**config.mk**
```make
export PLATFORM = sky130hd
export DESIGN_NAME = uart_tx_axis
export DESIGN_NICKNAME = d
export VERILOG_FILES = /design/src/rtl/uart_tx_axis_pkg.sv /design/src/rtl/uart_tx_axis_baud_gen.sv /design/src/rtl/uart_tx_axis.sv
export SDC_FILE = /design/constraint.sdc
export NUM_CORES = 1
export LEC_CHECK = 0
export CAP_MARGIN = 20
export CORE_AREA = 2 2 61 51
export CTS_CLUSTER_SIZE = 10
export DETAILED_ROUTE_END_ITERATION = 10
export DIE_AREA = 0 0 63 53
export GPL_ROUTABILITY_DRIVEN = 0
export HOLD_SLACK_MARGIN = 0.05
export PLACE_DENSITY_LB_ADDON = 0.1
export SYNTH_ARGS = -nofsm -noshare
export SYNTH_HDL_FRONTEND = slang
export SYNTH_SLANG_ARGS = --single-unit
```
**constraint.sdc**
```tcl
create_clock -name clk_i -period 2.9 [get_ports clk_i]
set_clock_uncertainty 0.1 [all_clocks]
set_input_delay 0.58 -clock clk_i [delete_from_list [all_inputs] [get_ports clk_i]]
set_output_delay 0.58 -clock clk_i [all_outputs]
set_load 0.02 [all_outputs]
```
**src/rtl/uart_tx_axis_pkg.sv**
```systemverilog
// Shared types and helpers for the UART transmit path (state encoding, baud divisor, parity).
package uart_tx_axis_pkg;

  typedef enum logic [2:0] {
    StIdle   = 3'd0,
    StStart  = 3'd1,
    StData   = 3'd2,
    StParity = 3'd3,
    StStop   = 3'd4
  } tx_state_e;

  // Truncating divide; the caller guarantees the result is at least 2.
  function automatic int unsigned baud_div(input int unsigned clk_freq,
                                           input int unsigned baud_rate);
    return clk_freq / baud_rate;
  endfunction

  function automatic int unsigned cnt_width(input int unsigned div);
    return (div > 2) ? $clog2(div) : 1;
  endfunction

  // Caller zero-extends narrower words, which leaves the reduction unchanged.
  function automatic logic parity_bit(input logic [7:0] data, input logic odd);
    return (^data) ^ odd;
  endfunction

endpackage

```
**src/rtl/uart_tx_axis_baud_gen.sv**
```systemverilog
// Bit-period timer: counts 0..BaudDiv-1 while enabled and flags the last cycle of each bit.
module uart_tx_axis_baud_gen
  import uart_tx_axis_pkg::*;
#(
  parameter int unsigned BaudDiv = 10
) (
  input  logic clk_i,
  input  logic rst_ni,
  input  logic clear_i,
  input  logic en_i,
  output logic bit_end_o
);

  localparam int unsigned    CntW   = cnt_width(BaudDiv);
  localparam logic [CntW-1:0] CntMax = CntW'(BaudDiv - 1);

  logic [CntW-1:0] cnt_q;

  assign bit_end_o = en_i & (cnt_q == CntMax);

  always_ff @(posedge clk_i or negedge rst_ni) begin
    if (!rst_ni) begin
      cnt_q <= '0;
    end else if (clear_i) begin
      cnt_q <= '0;
    end else if (en_i) begin
      cnt_q <= bit_end_o ? '0 : cnt_q + CntW'(1);
    end
  end

endmodule

```
**src/rtl/uart_tx_axis.sv**
```systemverilog
// UART transmitter draining a valid/ready byte stream; one frame per accepted word.
module uart_tx_axis
  import uart_tx_axis_pkg::*;
#(
  parameter int unsigned CLK_FREQ   = 50_000_000,
  parameter int unsigned BAUD_RATE  = 115200,
  parameter int unsigned DATA_BITS  = 8,
  parameter int unsigned PARITY_EN  = 0,
  parameter int unsigned PARITY_ODD = 0,
  parameter int unsigned STOP_BITS  = 1
) (
  input  logic                 clk_i,
  input  logic                 rst_ni,
  input  logic                 tx_valid_i,
  input  logic [DATA_BITS-1:0] tx_data_i,
  output logic                 tx_ready_o,
  output logic                 uart_txd_o,
  output logic                 busy_o
);

  localparam int unsigned BaudDiv  = baud_div(CLK_FREQ, BAUD_RATE);
  localparam logic [2:0]  LastBit  = 3'(DATA_BITS - 1);
  localparam logic        LastStop = 1'(STOP_BITS - 1);

  tx_state_e            state_q;
  logic [DATA_BITS-1:0] shreg_q;
  logic [2:0]           bit_cnt_q;
  logic                 stop_cnt_q;
  logic                 parity_q;
  logic                 txd_q;
  logic                 handshake;
  logic                 bit_end;

  // Ready depends only on state so upstream can never see a valid->ready loop.
  assign tx_ready_o = (state_q == StIdle);
  assign busy_o     = (state_q != StIdle);
  assign handshake  = tx_valid_i & tx_ready_o;
  assign uart_txd_o = txd_q;

  uart_tx_axis_baud_gen #(
    .BaudDiv (BaudDiv)
  ) u_baud_gen (
    .clk_i     (clk_i),
    .rst_ni    (rst_ni),
    .clear_i   (handshake),
    .en_i      (busy_o),
    .bit_end_o (bit_end)
  );

  // txd_q is loaded with the level of the upcoming bit on each transition edge.
  always_ff @(posedge clk_i or negedge rst_ni) begin
    if (!rst_ni) begin
      state_q    <= StIdle;
      shreg_q    <= '0;
      bit_cnt_q  <= '0;
      stop_cnt_q <= 1'b0;
      parity_q   <= 1'b0;
      txd_q      <= 1'b1;
    end else begin
      case (state_q)
        StIdle: begin
          txd_q <= 1'b1;
          if (handshake) begin
            state_q    <= StStart;
            txd_q      <= 1'b0;
            shreg_q    <= tx_data_i;
            parity_q   <= parity_bit(8'(tx_data_i), PARITY_ODD != 0);
            bit_cnt_q  <= '0;
            stop_cnt_q <= 1'b0;
          end
        end
        StStart: begin
          if (bit_end) begin
            state_q <= StData;
            txd_q   <= shreg_q[0];
          end
        end
        StData: begin
          if (bit_end) begin
            shreg_q <= shreg_q >> 1;
            if (bit_cnt_q == LastBit) begin
              if (PARITY_EN != 0) begin
                state_q <= StParity;
                txd_q   <= parity_q;
              end else begin
                state_q <= StStop;
                txd_q   <= 1'b1;
              end
            end else begin
              bit_cnt_q <= bit_cnt_q + 3'd1;
              txd_q     <= shreg_q[1];
            end
          end
        end
        StParity: begin
          if (bit_end) begin
            state_q <= StStop;
            txd_q   <= 1'b1;
          end
        end
        StStop: begin
          txd_q <= 1'b1;
          if (bit_end) begin
            if (stop_cnt_q == LastStop) begin
              state_q <= StIdle;
            end else begin
              stop_cnt_q <= stop_cnt_q + 1'b1;
            end
          end
        end
        default: begin
          state_q <= StIdle;
          txd_q   <= 1'b1;
        end
      endcase
    end
  end

endmodule

```
==> results of run 1 <==
==> cell type report <==
class | instances | share of cell area (%)
multi-input cells | 96 | 43.6
flip-flops and latches | 24 | 39.8
repair buffers | 14 | 9.09
well taps | 38 | 3.14
clock inverters | 1 | 1.98
clock buffers | 3 | 1.49
inverters | 4 | 0.992
==> report_power, final <==
part	total (mW)	switching [mW]	internal [mW]
Combinational	0.228	0.0994	0.129
Sequential	0.535	0.107	0.428
Clock	0.248	0.108	0.140
Total	1.01	0.314	0.697
==> layer usage <==
metal / vias to the layer above / track usage (%) / wire length (um)
li1: 504 / - / -
met1: 490 / 25.8 / 1340
met2: 18 / 24.6 / 1040
met3: 2 / 4.68 / 96
met4: 0 / 4.44 / 17
met5: - / 0 / 0
==> logic make-up (layout without fill, tap and decap cells) <==
logic type | count (synthesis) | after routing | share of synthesized area [%]
adders and majority gates | 4 | 4 | 3.83
AOI/OAI and AO/OA | 38 | 38 | 21.3
xor gates and xnor gates | 1 | 1 | 0.671
buffers and inverters | 10 | 22 | 3.45
and+or+nand+nor | 53 | 53 | 24.7
DFF | 24 | 24 | 46.1
==> per-stage QoR <==
stage | hold slack (ps) | instances | util (%) | instance area, sq um
2_1_floorplan | 184 | 130 | - | 1310
3_3_place_gp | 369 | 176 | 54.1 | 1460
3_5_place_dp | 372 | 176 | 54.1 | 1460
4_1_cts | 397 | 180 | 56.0 | 1510
5_1_grt | 410 | 180 | 56.0 | 1510
6_report | 396 | 180 | 56.0 | 1510
==> final timing paths <==
kind                                      from                  end  slack [ps]  cells after the start
max reg2reg                         state_q[1]           shreg_q[3]         840                      4
min in group asynchronous               rst_ni  u_baud_gen.cnt_q[6]         490                      2
max                                 state_q[1]               busy_o         340                      3
min reg2reg                u_baud_gen.cnt_q[8]  u_baud_gen.cnt_q[8]         400                      1
max in group asynchronous               rst_ni           uart_txd_o        1930                      2
min                        u_baud_gen.cnt_q[8]  u_baud_gen.cnt_q[8]         400                      1
==> layout by cell type, fill, tap and decap left out, types with 2 or more instances in the layout <==
master and n:
or2b_1 6, clkdlybuf4s50_1 13, dfrtp_1 23, o21ai_0 8, o211ai_1 4, nand2b_1 4, o221a_2 7, nand4_1 2
ha_1 4, and4_1 2, inv_1 4, nor2_1 9, clkbuf_4 3, nand3_1 7, nand2_1 11, a21oi_1 6
a31oi_1 4
==> worst max-delay path, stage by stage, from the launching register on <==
cell and delay, ps:
dfrtp_1 560, nor3_4 330, inv_1 110, clkdlybuf4s50_1 550
==> registers in the layout (all words and copies together) (netlist names) <==
| register | cells |
|---|---|
| bit_cnt_q | 3 |
| state_q | 3 |
| u_baud_gen.cnt_q | 9 |
| shreg_q | 8 |
| uart_txd_o | 1 |
==> impl_results.md, run 1 <==
* Final setup vio count at 0
* CTS Buf Count at 3
* Max Root-Sink Buffers at 2
* Via density at 5.63
* Syn nets at 145
* Die H at 53 um
* Critical path class: reg2out
* Fill cells at 271
* WL final at 2500 um
* DRT iter0 DRCs at 60
* GRT overflow at 0
* Num rows at 17
* Root Driver: clkbuf_4
* RSZ-0062 raised after global routing: no
* DRC viols at 0
* Critical Path RT at 2220 ps
* Share of cells above drive strength 1 at 14.1%
* Antenna Nets Post-Route at 0
* Setup TNS at 0 ps
* Tcrit/Tclk final at 88.4%
* Fin. Hold Viols at 0
* Largest net degree at the start of global routing at 25
* Post-Syn Instances at 130
* Clock sink count at 24
* Ant diodes at 0
* Area leader, netlist: dfrtp_1
* PwrDens at 668 nW/um^2
* FF+latch area at 602 sq um
* Peak VDD IR at 0.000343 V
* Clock transition at path regs at 150 ps
* Most instantiated cells after synthesis: dfrtp_1 (23), nand2_1 (11), nor2_1 (9), o21ai_0 (8)
* Place WS at 661 ps
* Area growth syn-to-layout at 15.9%
* CP Launch Type: flip-flop
* Status: finished clean
* GRT Util Overall at 17.3%
* Port Buffers at 13
* Setup WS post-layout at 335 ps
* Async set-or-reset flop fraction in the synthesized netlist at 100%
* Multi-input logic area at 659 sq um
* Number of library cell types mapped by synthesis at 42
* Die ar. at 3340 sq um
* Initial cell density of the core at 48.4%
* Fmax at 0.390 GHz
* Crit end category: output port
* Count leader, synth: dfrtp_1
* Vias in the first global route at 901
* Mapped Area at 1310 sq um
* Synth Register Bits at 24
* Maxcap violations at 0
* Routed vias at 1014
* Worst Hold Class: reg2reg
* Slew @ Worst Pin at 576 ps
* Largest cells by area after synthesis: dfrtp_1 (44%), o221a_2 (6.0%), ha_1 (3.8%)
* Rel. slew slack at 61.6%
* Setup bufs post-CTS at 0
* Initial antenna violation count at 0
* YS warnings at 0
* Leak Pwr at 0.609 nW
* Worst-skew pair later-pin latency at 330 ps
* Die width at 63 um
* Core Box Area at 2700 sq um
* CP arrival at 1880 ps
* CTS Hold Bufs at 0
* H-Tree Depth at 1
* TritonRoute pass-1 iters at 4
* Overall power at 1.01 mW
* Post-synthesis average cell area at 10.0 sq um
* Crit path max fanout at 14
* # resized after CTS at 0
* Yosys top cell area share at 44.1%
* EDFF count, synth at 0
* Post-synthesis sequential area ratio at 46.1%
* Main synth FF type: dfrtp_1
* # IOs at 14
* Final slew viol count at 0
* Global-route wire length before repair at 4400 um
* DP HPWL at 1760 um
* Min Tclk post-route at 2560 ps
* CTS tree: built
* Nets at 158
* Wire per inst at 13.9 um
Note: power is estimated with default switching activity, not from simulation.
==> run 2, diff against run 1 <==
--- a/config.mk
+++ b/config.mk
@@ -7,7 +7,8 @@
 export LEC_CHECK = 0
 export CAP_MARGIN = 20
 export CORE_AREA = 2 2 61 51
-export CTS_CLUSTER_SIZE = 10
+export CTS_CLUSTER_DIAMETER = 120
+export CTS_CLUSTER_SIZE = 14
 export DETAILED_ROUTE_END_ITERATION = 10
 export DIE_AREA = 0 0 63 53
 export GPL_ROUTABILITY_DRIVEN = 0
==> results of run 2 <==
The final DEF is identical to that of run 1; final timing and power are the same.
==> run 3, diff against run 2 <==
--- a/config.mk
+++ b/config.mk
@@ -5,6 +5,7 @@
 export SDC_FILE = /design/constraint.sdc
 export NUM_CORES = 1
 export LEC_CHECK = 0
+export ABC_CLOCK_PERIOD_IN_PS = 2900
 export CAP_MARGIN = 20
 export CORE_AREA = 2 2 61 51
 export CTS_CLUSTER_DIAMETER = 120
@@ -12,8 +13,9 @@
 export DETAILED_ROUTE_END_ITERATION = 10
 export DIE_AREA = 0 0 63 53
 export GPL_ROUTABILITY_DRIVEN = 0
-export HOLD_SLACK_MARGIN = 0.05
+export HOLD_SLACK_MARGIN = 0.15
 export PLACE_DENSITY_LB_ADDON = 0.1
+export SKIP_LAST_GASP = 1
 export SYNTH_ARGS = -nofsm -noshare
 export SYNTH_HDL_FRONTEND = slang
 export SYNTH_SLANG_ARGS = --single-unit
==> results of run 3 <==
The final DEF is identical to that of run 1; final timing and power are the same.
